**config.mk**
```make
export PLATFORM = sky130hd
export DESIGN_NAME = pc_sequencer
export DESIGN_NICKNAME = d
export VERILOG_FILES = /design/src/rtl/pc_sequencer.sv
export SDC_FILE = /design/constraint.sdc
export NUM_CORES = 1
export LEC_CHECK = 0
export ABC_AREA = 1
export ABC_CLOCK_PERIOD_IN_PS = 3800
export CORE_UTILIZATION = 40
export DETAILED_ROUTE_END_ITERATION = 16
export PLACE_DENSITY = 0.62
export SYNTH_ARGS = -nofsm -noshare
export SYNTH_HDL_FRONTEND = slang
export SYNTH_SLANG_ARGS = --single-unit
```
**constraint.sdc**
```tcl
create_clock -name clk -period 3.8 [get_ports clk]
set_input_delay 0.76 -clock clk [delete_from_list [all_inputs] [get_ports clk]]
set_output_delay 0.76 -clock clk [all_outputs]
set_load 0.01 [all_outputs]
```
**src/rtl/pc_sequencer.sv**
```systemverilog
// Fetch-stage program counter with branch/jump/return/exception redirect
// and a circular return-address stack.
module pc_sequencer #(
    parameter int unsigned          WIDTH     = 32,
    parameter int unsigned          INC       = 4,
    parameter logic [WIDTH-1:0]     RESET_VEC = '0,
    parameter logic [WIDTH-1:0]     EXC_VEC   = WIDTH'('h80),
    parameter int unsigned          RAS_DEPTH = 4
) (
    input  logic             clk,
    input  logic             rst,
    input  logic             stall,
    input  logic             exc_req,
    input  logic             ret_req,
    input  logic             jmp_req,
    input  logic             jmp_link,
    input  logic [WIDTH-1:0] jmp_target,
    input  logic             br_taken,
    input  logic [WIDTH-1:0] br_offset,
    output logic [WIDTH-1:0] pc_out,
    output logic [WIDTH-1:0] pc_plus,
    output logic             ras_empty,
    output logic             ras_full,
    output logic             ras_ovf,
    output logic             ras_udf
);

    localparam int unsigned PW = $clog2(RAS_DEPTH);
    localparam int unsigned CW = PW + 1;
    localparam logic [WIDTH-1:0] MASK = ~(WIDTH'(INC) - WIDTH'(1));
    localparam logic [CW-1:0] FULL_CNT = CW'(RAS_DEPTH);

    logic [WIDTH-1:0] ras [RAS_DEPTH];
    logic [PW-1:0]    ptr;
    logic [CW-1:0]    cnt;

    logic [WIDTH-1:0] pc_n;
    logic [PW-1:0]    ptr_n;
    logic [CW-1:0]    cnt_n;
    logic             ovf_n;
    logic             udf_n;
    logic             push;

    assign pc_plus   = pc_out + WIDTH'(INC);
    assign ras_empty = (cnt == '0);
    assign ras_full  = (cnt == FULL_CNT);

    // Priority chain: exception beats stall, stall swallows ret/jmp/br.
    always_comb begin
        pc_n  = pc_out;
        ptr_n = ptr;
        cnt_n = cnt;
        ovf_n = ras_ovf;
        udf_n = ras_udf;
        push  = 1'b0;
        if (exc_req) begin
            pc_n = EXC_VEC;
        end else if (stall) begin
            pc_n = pc_out;
        end else if (ret_req) begin
            if (!ras_empty) begin
                pc_n  = ras[ptr];
                ptr_n = ptr - 1'b1;
                cnt_n = cnt - 1'b1;
            end else begin
                pc_n  = pc_plus;
                udf_n = 1'b1;
            end
        end else if (jmp_req) begin
            pc_n = jmp_target;
            if (jmp_link) begin
                push  = 1'b1;
                ptr_n = ptr + 1'b1;
                if (ras_full) begin
                    ovf_n = 1'b1;
                end else begin
                    cnt_n = cnt + 1'b1;
                end
            end
        end else if (br_taken) begin
            pc_n = pc_out + br_offset;
        end else begin
            pc_n = pc_plus;
        end
    end

    always_ff @(negedge clk) begin
        if (rst) begin
            pc_out  <= RESET_VEC & MASK;
            ptr     <= '0;
            cnt     <= '0;
            ras_ovf <= 1'b0;
            ras_udf <= 1'b0;
        end else begin
            pc_out  <= pc_n & MASK;
            ptr     <= ptr_n;
            cnt     <= cnt_n;
            ras_ovf <= ovf_n;
            ras_udf <= udf_n;
        end
    end

    // When full, ptr+1 lands on the oldest entry, giving circular overwrite.
    always_ff @(negedge clk) begin
        if (!rst && push) begin
            ras[ptr_n] <= pc_plus;
        end
    end

endmodule

```
After elaboration in Yosys (flattened, before gate mapping) --
Memories as Yosys holds them, arrays and structs flattened. A register that Yosys moved wholly into a read port is not among the register bits. Index checks and enable logic that the tools add are counted.
Storage, ports and cells: flip-flop bits (word level) 39, bits of input ports 72, logic and storage cells 55, output and inout bits 68, memory bits (writable) 128, memories 1
Memory list:
- ras | words 4, width 32, rd ports 1, clocked after memory_dff 1, write ports 1, line 33 | logic [WIDTH-1:0] ras [RAS_DEPTH];
Cells by class: equal/unequal tests 4, reduce and logical (&&, ||, !) cells 9, multiplexer cells 25, $add $sub $neg 6, bitwise gates (word level) 3
Operators by type and width (number):
- 2-to-1 mux 32 bit | 4
- adder 32 x 3 -> 32 bit (second input constant) | 1
- adder 32 bit | 1
- 2-to-1 mux 8 bit | 2
- 2-to-1 mux 3 bit | 5
- 2-to-1 mux 2 bit | 7
- AND reduction 6 bit | 2
- 2-to-1 mux 1 bit | 7
- != test 2 bit (second input constant) | 2
- AND reduction 4 bit | 1
- nonzero test 2 bit | 2
- adder 3 x 1 -> 3 bit (second input constant) | 1
- equality test 3 bit (second input constant) | 1
- logical NOT 3 bit | 1
- inverter 1 bit | 3
- subtractor 3 x 1 -> 3 bit (second input constant) | 1
- adder 2 x 1 -> 2 bit (second input constant) | 1
- != test 2 x 1 -> 1 bit (second input constant) | 1
- OR reduction 2 bit | 1
- subtractor 2 x 1 -> 2 bit (second input constant) | 1
- logical AND 1 bit | 1
- logical NOT 1 bit | 1

Longest topological paths before layout --
Gate-level depths: netlist (run 1).
depth in word-level cells 8, gate-level depth with buffers 16, gate-level depth less buffers 16

==> results.md, run 1 <==
- DIE HEIGHT: 160 µm
- Starting density of the core: 0.409
- RSZ-0062 raised after global routing: true
- Status: complete, but fails checks
- Detailed-routing iteration count for the pre-antenna-repair pass: 6
- Final layout net count: 2039
- Pin count of the biggest net entering global routing: 75
- Post-route non-filler standard cell count: 2272
- Normalized max-slew margin: 0.403
- Cells taking the most area after synthesis: edfxtp_1 (36%), nand2_1 (14%), dfxtp_1 (7.4%)
- Number of library cell types mapped by synthesis: 49
- CP Launch Point: pc_out[7]
- Routed vias: 12300
- TritonCTS clock tree: built
- Worst-path fanout max: 4
- Post-placement setup slack: -1.32 ns
- Setup skew after layout: 0.0369 ns
- # DRC: 0
- Count of synthesis-stage warnings from yosys: 0
- Failing checks: negative setup slack
- Critical R2R Launch: pc_out[2]
- Endpoints failing setup: 148
- Area growth from synthesis to final layout: 85.6%
- Least-Margin Pin Slew: 0.895 ns
- Top-level I/O count: 140
- Setup TNS Final: -33.73 ns
- Clock transition at the registers of the reported paths: 0.04 ns
- Post-route worst setup slack: -0.884 ns
- Cell with the most instances after synthesis: nand2_1
- Count of input and output buffers: 131
- Worst Setup Path Type: register to output pin
- Combined area of all synthesized cells: 0.0100 mm²
- Synthesis-stage register bit count: 157
- Share of total power in the clock network: 0.428
- Number of hold violations in the final report: 0
- Number of enable flip-flop cells after synthesis: 120
- Reg area: 0.00445 mm²
- Buffers from clock root to sink, at most: 2
- Clock latency on the worst-skew pair: 0.48 ns
- Reg power frac: 0.332
- Areal power density over the cells: 307 mW/mm²
- Number of design-rule violations left by the first detailed-router iteration: 993
- Filler cell count in the final layout: 1567
- Leakage: 8.78 nW
- Type of destination of the critical path: output pin
- Global-route wire length before repair: 64400 µm
- Crit start category: register
- Placed Instances: 1935
- Clk sink count: 157
- Mean area per synthesized cell: 7.62 µm²
- Antenna violations before repair: 0
- Placer congestion estimate: 0.910
- Core Rows: 57
- Cell taking the most area after synthesis: edfxtp_1
- Area of the die: 0.0257 mm²
- Via count of the first global-routing pass: 12000
- Worst IR Drop VDD: 0.326 mV
- All-Layer GR Usage: 0.330
- # diodes: 0
- Avg Vias per Cell: 5.41
- Most common flop cell mapped by yosys: edfxtp_1
- Comb power frac: 0.240
- Core region area: 0.0245 mm²
- Tightest Hold Check Type: register to register
- Overall routed net length: 45300 µm
- Share of final-layout standard cells stronger than drive strength 1: 0.483
- Switching Share: 0.362
- Chip Width: 160 µm
- Hold path start: ras_udf
- Multi-input gate area in the final layout: 0.00716 mm²
- Post-Syn Instances: 1315
- Internal power of the cells: 3.65 mW
- Number of nets with antenna violations after detailed routing: 0
- Async set-reset flop share out of synthesis: 0
- Portion of the post-synthesis area used by sequential elements: 0.434
- Clock Root Buffer: clkbuf_16
- Final global-route overflow total: 0
- Post-DR wirelength/cell: 19.9 µm
- Switching pwr: 2.06 mW
- Worst endpoint data arrival time: 3.92 ns
- Most used standard cells in the synthesized netlist: nand2_1 (368), nor2_1 (143), inv_1 (139), edfxtp_1 (120), a21oi_1 (100)
- Total number of H-tree levels: 4
- Detail Placement HPWL: 27100 µm
- Number of pins exceeding their max-slew limit in the final report: 0
- Top-area cell type share of the netlist area: 0.360
- Final hold slack: 0.446 ns
- Total CTS buffers: 17
- Data required time of the worst path: 3.04 ns
- Max-capacitance violation count: 0
## power by group through the flow
stage                     sequential (mW)  combinational [mW]  clock (mW)
after global placement               1.92                1.01       0.247
after global routing                 1.90                1.44        2.64
after CTS                            1.90                1.16        2.40
final                                1.90                1.37        2.44
after floorplan                      1.94               0.508       0.247
after detailed placement             1.92                1.02       0.247
## worst paths after layout
kind,to,slack (ns),cells after the start
max,pc_plus[19],-0.88,9
min,ras_udf,0.45,2
max reg2reg,pc_out[24],0.12,32
min reg2reg,ras_udf,0.45,2
## final cells by class
cell class / count / share of cell area
clock buffers: 17 / 0.0229
repair buffers: 496 / 0.259
flip-flops and latches: 157 / 0.239
clock inverters: 172 / 0.0403
inverters: 145 / 0.0318
multi-input cells: 961 / 0.385
well taps: 324 / 0.0218
## cell families after synthesis
logic type | after synthesis | share of synthesized area
buffers and inverters | 201 | 0.0792
xor gates and xnor gates | 34 | 0.0384
other | 1 | 0.000374
and+or+nand+nor | 647 | 0.273
adders and majority gates | 32 | 0.0415
AOI/OAI and AO/OA | 243 | 0.134
DFF | 157 | 0.434
## per-stage QoR
| stage | total power, mW | util | area (µm²) |
|---|---|---|---|
| 2_1_floorplan | 2.70 | - | 11100 |
| 3_3_place_gp | 3.18 | 0.583 | 14300 |
| 3_5_place_dp | 3.18 | 0.583 | 14300 |
| 4_1_cts | 5.46 | 0.715 | 17500 |
| 5_1_grt | 5.98 | 0.760 | 18600 |
| 6_report | 5.71 | 0.760 | 18600 |
## flip-flops by register name, indices dropped and copies added, names as in the netlist
name     flops
ras        120
pc_out      30
ptr          2
cnt          3
ras_udf      1
ras_ovf      1
## cells in the final DEF, fill, tap and decap left out, types with 8 or more instances in the layout
cell and count:
a21oi_1 71, a21oi_2 24, a21oi_4 8, buf_12 24, buf_2 28, buf_4 230
buf_6 157, buf_8 10, clkbuf_16 19, clkdlybuf4s50_1 32, dfxtp_2 9, dfxtp_4 25
edfxtp_1 120, ha_4 29, inv_1 260, inv_2 25, inv_4 15, nand2_1 219
nand2_2 95, nand2_4 59, nand3_1 57, nand3_2 21, nand4_1 11, nor2_1 75
nor2_2 22, nor2_4 55, nor3_2 9, o211ai_1 8, o21ai_0 73, o21ai_1 10
o22ai_1 12, xnor2_4 8, xor2_2 8
## timing repair
item / 4_1_cts / 5_1_grt
setup buffers: 134 / 63
pin swaps: 186 / 222
setup endpoints to repair: 218 / 199
cloned: 10 / 1
hold buffers: 0 / 0
resized for setup: 689 / 309
## metal layers
layer,part of all wire,GRT usage
met1,0.39,0.419
met5,0,0
met2,0.49,0.556
met3,0.084,0.0571
met4,0.040,0.136
## worst max-delay path: stages (launching register included)
cell     delay [ns]
dfxtp_4        0.39
nand2_4        0.07
buf_6          0.12
nor2_4         0.15
nand2_4        0.09
nor2_4         0.18
buf_6          0.14
nand3_4        0.08
xor2_4         0.21
buf_6          0.13
Power figures use the tool's default switching activity.
==> inputs of run 2 (changes only) <==
--- a/config.mk
+++ b/config.mk
@@ -9,6 +9,7 @@
 export ABC_CLOCK_PERIOD_IN_PS = 3800
 export CORE_UTILIZATION = 40
 export DETAILED_ROUTE_END_ITERATION = 16
+export GPL_ROUTABILITY_DRIVEN = 0
 export PLACE_DENSITY = 0.62
 export SYNTH_ARGS = -nofsm -noshare
 export SYNTH_HDL_FRONTEND = slang
==> results.md, run 2 (synthesized netlist as in run 1, its figures left out) <==
- Detail Placement HPWL: 26500 µm (was 27100 µm)
- Total CTS buffers: 17 (unchanged)
- Detailed-routing iteration count for the pre-antenna-repair pass: 5 (was 6)
- Leakage: 8.67 nW (was 8.78 nW)
- Worst IR Drop VDD: 0.360 mV (was 0.326 mV)
- Clock transition at the registers of the reported paths: 0.04 ns (about the same)
- Overall routed net length: 43300 µm (was 45300 µm)
- Worst endpoint data arrival time: 3.92 ns (about the same)
- Post-DR wirelength/cell: 19.3 µm (was 19.9 µm)
- Internal power of the cells: 3.73 mW (was 3.65 mW)
- Critical-path cell list: ha_4, nand2_4, nor2_4, nand2_2, inv_4, nand2_8, nor2_8, nand2_4, xnor2_4, buf_2 (was nand2_4, buf_6, nor2_4, nand2_4, nor2_4, buf_6, nand3_4, xor2_4, buf_6)
- TritonCTS clock tree: built (unchanged)
- Clk sink count: 157 (unchanged)
- Status: complete, but fails checks (unchanged)
- Avg Vias per Cell: 5.38 (was 5.41)
- Cell class contributing the biggest share of worst-path delay: simple AND/OR/NAND/NOR gates (unchanged)
- Chip Width: 160 µm (unchanged)
- Worst-path fanout max: 3 (was 4)
- Most frequent cells in the layout: inv_1 (260), nand2_1 (217), buf_4 (207) (was inv_1 (260), buf_4 (230), nand2_1 (219))
- Number of nets with antenna violations after detailed routing: 0 (unchanged)
- Largest Register: ras (unchanged)
- Share of total power in the clock network: 0.431 (was 0.428)
- Slowest cell on the critical path: dfxtp_4 (unchanged)
- Number of design-rule violations left by the first detailed-router iteration: 1076 (was 993)
- Number of flip-flops under the largest register name: 120 (unchanged)
- Number of pins exceeding their max-slew limit in the final report: 0 (unchanged)
- Buffers from clock root to sink, at most: 2 (unchanged)
- Final layout net count: 2008 (was 2039)
- Total number of H-tree levels: 4 (unchanged)
- Most common cell after layout, fill and taps aside: inv_1 (unchanged)
- Most repeated library cell on the critical path: nand2_4 (was buf_6)
- Antenna violations before repair: 0 (unchanged)
- Core region area: 0.0245 mm² (unchanged)
- DIE HEIGHT: 160 µm (unchanged)
- Clock Root Buffer: clkbuf_16 (unchanged)
- Areal power density over the cells: 311 mW/mm² (was 307 mW/mm²)
- Switching pwr: 1.97 mW (was 2.06 mW)
- Tightest Hold Check Type: register to register (unchanged)
- Total power consumption of the routed design: 5.70 mW (was 5.71 mW)
- Wire length the detailed router placed on met1: 17000 µm (was 17500 µm)
- CP Launch Point: pc_out[2] (was pc_out[7])
- Normalized max-slew margin: 0.528 (was 0.403)
- Setup skew after layout: 0.0317 ns (was 0.0369 ns)
- RSZ-0062 raised after global routing: true (unchanged)
- Critical R2R Launch: ptr[1] (was pc_out[2])
- Switching Share: 0.345 (was 0.362)
- Setup slack of the most critical reg-to-reg path: 1.37 ns (was 0.12 ns)
- Utilization of the core after routing: 0.749 (was 0.760)
- # DRC: 0 (unchanged)
- Number of hold violations in the final report: 0 (unchanged)
- Area of the die: 0.0257 mm² (unchanged)
- Endpoints failing setup: 171 (was 148)
- Routed wire length on met3: 3560 µm (was 3810 µm)
- Final hold slack: 0.446 ns (about the same)
- Least-Margin Pin Slew: 0.708 ns (was 0.895 ns)
- Crit path buf inv count: 2 (was 3)
- All-Layer GR Usage: 0.316 (was 0.330)
- Worst Setup Path Type: register to output pin (unchanged)
- Top-level I/O count: 140 (unchanged)
- Maximum single-stage delay on the critical path: 0.37 ns (was 0.39 ns)
- Pin count of the biggest net entering global routing: 74 (was 75)
- Failing checks: negative setup slack (unchanged)
- Crit start category: register (unchanged)
- Via count of the first global-routing pass: 11600 (was 12000)
- Filler cell count in the final layout: 1566 (was 1567)
- Final global-route overflow total: 0 (unchanged)
- Count of input and output buffers: 131 (unchanged)
- Met2 Routed Length: 20900 µm (was 22200 µm)
- Share of final-layout standard cells stronger than drive strength 1: 0.476 (was 0.483)
- # diodes: 0 (unchanged)
- Data required time of the worst path: 3.04 ns (about the same)
- Core Rows: 57 (unchanged)
- Starting density of the core: 0.409 (unchanged)
- Post-route worst setup slack: -0.879 ns (was -0.884 ns)
- Reg power frac: 0.333 (was 0.332)
- Comb power frac: 0.236 (was 0.240)
- Clock latency on the worst-skew pair: 0.47 ns (was 0.48 ns)
- Biggest regs: ras x120, pc_out x30, cnt x3 (unchanged)
- Routed vias: 12100 (was 12300)
- Area growth from synthesis to final layout: 82.9% (was 85.6%)
- Uppermost signal routing layer after detailed routing: met4 (unchanged)
- Global-route wire length before repair: 61900 µm (was 64400 µm)
- Type of destination of the critical path: output pin (unchanged)
- Max-capacitance violation count: 0 (unchanged)
- Hold path start: ras_udf (unchanged)
==> run 2: final cells by class <==
type                            instances  area [µm²]  area share
Clock inverter                        171         753      0.0411
Tap cell                              324         405      0.0221
Multi-Input combinational cell        961        7250       0.396
Inverter                              145         594      0.0324
Timing Repair Buffer                  465        4440       0.243
Clock buffer                           17         425      0.0232
Sequential cell                       157        4450       0.243
==> run 2: through the flow <==
step	area [µm²]	setup slack [ns]	setup TNS, ns	std cells
finish	18300	-0.879	-37.73	2240
global route	18300	-0.929	-44.75	2240
CTS	17300	-0.819	-44.38	2220
detailed placement	14200	-1.26	-172.05	1933
global placement	14200	-1.28	-169.07	1933
floorplan	11100	-0.571	-70.50	1318
==> run 2: power groups by stage <==
stage                     Combinational [mW]  Clock [mW]  Sequential [mW]
final                                   1.34        2.46             1.90
after global placement                 0.998       0.247             1.92
after global routing                    1.42        2.67             1.90
after detailed placement                1.01       0.247             1.92
after CTS                               1.15        2.43             1.90
after floorplan                        0.508       0.247             1.94
==> run 2: tightest hold or removal path, cell delays in order, from the launching register on <==
cell and delay [ns]:
dfxtp_1 0.30, inv_1 0.04, a21oi_1 0.05
==> run 2: routing by layer <==
metal	vias to the layer above	GRT usage
met3	137	0.0673
met1	5678	0.398
met5	-	0
met2	676	0.516
met4	0	0.148
li1	5562	-
==> run 2: repair_timing <==
action,4_1_cts,5_1_grt
hold buffers,0,0
pin swaps,211,207
setup buffers,100,46
setup endpoints to repair,216,198
resized for setup,697,297
cloned,9,0
==> run 2: final timing paths <==
path	endpoint	cells after the start
setup / recovery	pc_plus[20]	10
hold / removal	ras_udf	2
setup reg to reg	ras[3][19]	11
hold reg to reg	ras_udf	2
==> inputs of run 3 (changes only) <==
--- a/config.mk
+++ b/config.mk
@@ -14,3 +14,4 @@
 export SYNTH_ARGS = -nofsm -noshare
 export SYNTH_HDL_FRONTEND = slang
 export SYNTH_SLANG_ARGS = --single-unit
+export TNS_END_PERCENT = 30
==> results.md, run 3 (synthesized netlist as in run 1, its figures left out) <==
- # DRC: 0 (unchanged)
- Clock latency on the worst-skew pair: 0.49 ns (was 0.47 ns)
- Share of final-layout standard cells stronger than drive strength 1: 0.424 (was 0.476)
- Number of hold violations in the final report: 0 (unchanged)
- Worst-path fanout max: 3 (unchanged)
- Overall routed net length: 45700 µm (was 43300 µm)
- Max-capacitance violation count: 0 (unchanged)
- Number of design-rule violations left by the first detailed-router iteration: 1703 (was 1076)
- Largest Register: ras (unchanged)
- Post-DR wirelength/cell: 20.2 µm (was 19.3 µm)
- Setup skew after layout: 0.0443 ns (was 0.0317 ns)
- TritonCTS clock tree: built (unchanged)
- Number of flip-flops under the largest register name: 120 (unchanged)
- Crit start category: register (unchanged)
- Logic depth of the worst setup path including buffers: 38 (was 10)
- Worst Setup Path Type: register to register (was register to output pin)
- Number of pins exceeding their max-slew limit in the final report: 0 (unchanged)
- Most common cell after layout, fill and taps aside: inv_1 (unchanged)
- Clock Root Buffer: clkbuf_16 (unchanged)
- Status: complete, but fails checks (unchanged)
- Reg2reg end: pc_out[18] (was ras[3][19])
- Clock transition at the registers of the reported paths: 0.06 ns (was 0.04 ns)
- Endpoint of the worst setup timing path: pc_out[18] (was pc_plus[20])
- Clk sink count: 157 (unchanged)
- Antenna violations before repair: 0 (unchanged)
- Chip Width: 160 µm (unchanged)
- Area of the die: 0.0257 mm² (unchanged)
- Avg Vias per Cell: 5.59 (was 5.38)
- Via count of the first global-routing pass: 12200 (was 11600)
- Final layout net count: 2029 (was 2008)
- Top-level I/O count: 140 (unchanged)
- Setup slack of the most critical reg-to-reg path: -1.0 ns (was 1.37 ns)
- Detailed-routing iteration count for the pre-antenna-repair pass: 6 (was 5)
- Finished layout cell area: 0.0176 mm² (was 0.0183 mm²)
- Routed vias: 12600 (was 12100)
- Type of destination of the critical path: register (was output pin)
- Endpoints failing setup: 91 (was 171)
- # diodes: 0 (unchanged)
- Data required time of the worst path: 6.09 ns (was 3.04 ns)
- Total CTS buffers: 17 (unchanged)
- Critical R2R Launch: pc_out[2] (was ptr[1])
- Crit path buf inv count: 28 (was 2)
- Tightest Hold Check Type: register to register (unchanged)
- Normalized max-slew margin: 0.506 (was 0.528)
- CP Launch Point: pc_out[2] (unchanged)
- Biggest regs: ras x120, pc_out x30, cnt x3 (unchanged)
- Number of nets with antenna violations after detailed routing: 0 (unchanged)
- DP Area: 0.0135 mm² (was 0.0142 mm²)
- Starting density of the core: 0.409 (unchanged)
- Final global-route overflow total: 0 (unchanged)
- Maximum single-stage delay on the critical path: 0.37 ns (about the same)
- Worst endpoint data arrival time: 7.09 ns (was 3.92 ns)
- Least-Margin Pin Slew: 0.742 ns (was 0.708 ns)
- Count of input and output buffers: 131 (unchanged)
- Number of buffers inserted for hold repair after clock tree synthesis: 0 (unchanged)
- Area growth from synthesis to final layout: 75.6% (was 82.9%)
- Total number of H-tree levels: 4 (unchanged)
- Detail Placement HPWL: 26500 µm (about the same)
- Pin count of the biggest net entering global routing: 75 (was 74)
- Cell class contributing the biggest share of worst-path delay: buffers and inverters (was simple AND/OR/NAND/NOR gates)
- Buffers from clock root to sink, at most: 2 (unchanged)
- Most repeated library cell on the critical path: buf_4 (was nand2_4)
- Leakage: 8.40 nW (was 8.67 nW)
- Highest clock rate: 208 MHz
- Share of the clock period used by the worst path after layout: 1.26
- Worst IR Drop VDD: 0.296 mV (was 0.360 mV)
- Minimum clock period: 4.80 ns
- Slowest cell on the critical path: dfxtp_2 (was dfxtp_4)
- RSZ-0062 raised after global routing: true (unchanged)
- DIE HEIGHT: 160 µm (unchanged)
- Post-route worst setup slack: -1.00 ns (was -0.879 ns)
- Most frequent cells in the layout: inv_1 (277), buf_4 (258), nand2_1 (257) (was inv_1 (260), nand2_1 (217), buf_4 (207))
- Utilization of the core after routing: 0.719 (was 0.749)
- Global-route wire length before repair: 64800 µm (was 61900 µm)
- Areal power density over the cells: 318 mW/mm² (was 311 mW/mm²)
- Failing checks: negative setup slack (unchanged)
- Core region area: 0.0245 mm² (unchanged)
- All-Layer GR Usage: 0.328 (was 0.316)
- Worst-case reg-to-reg path depth: 38 (was 11)
- Core Rows: 57 (unchanged)
-- run 3: cell types whose count changed in the layout (fill, tap and decap cells not counted), moves of 12 or more --
cell	delta
buf_6	-32
buf_4	+51
nand2_1	+40
nand2_2	-15
nor2_1	+14
nand2_4	-23
inv_1	+17
nand3_1	+12
-- run 3: area by class of cell --
cell class	instances	area (µm²)
inverters	145	569
well taps	324	405
multi-input cells	960	6660
clock inverters	172	727
clock buffers	17	425
repair buffers	487	4380
flip-flops and latches	157	4420
fillers	1647	6870
-- run 3: per-stage QoR --
step | hold WS, ns | setup TNS, ns | instances | power, mW | setup slack, ns
after floorplan | 0.474 | -79.20 | 1318 | 2.63 | -0.571
after global placement | 0.442 | -159.79 | 1957 | 3.10 | -1.01
after detailed placement | 0.446 | -163.38 | 1957 | 3.10 | -1.02
after CTS | 0.451 | -31.39 | 2241 | 5.43 | -0.856
after global routing | 0.490 | -31.31 | 2262 | 5.86 | -1.08
final | 0.448 | -26.46 | 2262 | 5.59 | -1.00
-- run 3: where the power goes --
part | total, mW | internal [mW] | switching, mW
logic | 1.29 | 0.584 | 0.702
registers | 1.90 | 1.87 | 0.0279
clock network | 2.40 | 1.14 | 1.27
-- run 3: worst min-delay path by stage --
| stage | startpoint | endpoint | slack [ns] | depth (start not counted) |
|---|---|---|---|---|
| after global routing | ras_ovf | ras_ovf | 0.49 | 2 |
| after CTS | ras_udf | ras_udf | 0.45 | 2 |
| final | ras_udf | ras_udf | 0.45 | 2 |
| after global placement | ras_ovf | ras_ovf | 0.44 | 2 |
| after detailed placement | ras_udf | ras_udf | 0.45 | 2 |
| after floorplan | ras_udf | ras_udf | 0.47 | 2 |
-- run 3: worst reg2reg max path: cells and delay by family (launching register included) --
| kind | cells | cell delay (ns) |
|---|---|---|
| AOI/OAI and AO/OA | 1 | 0.13 |
| DFF | 1 | 0.37 |
| and+or+nand+nor | 8 | 0.61 |
| buffers and inverters | 28 | 3.43 |
| adders and majority gates | 1 | 0.17 |
-- run 3: timing repair --
action / 4_1_cts / 5_1_grt
resized for setup: 715 / 200
pin swaps: 178 / 126
buffers inserted: 100 / 31
gates cloned: 2 / 0
setup endpoints to repair: 217 / 172
-- run 3: per-layer routing --
layer  global-route usage  part of all wire  vias to the layer above
met2                0.522              0.46                      971
met1                0.413              0.37                     5827
met5                    0                 0                        -
met4                0.191             0.066                        0
li1                     -                 -                     5588
met3               0.0688              0.10                      251
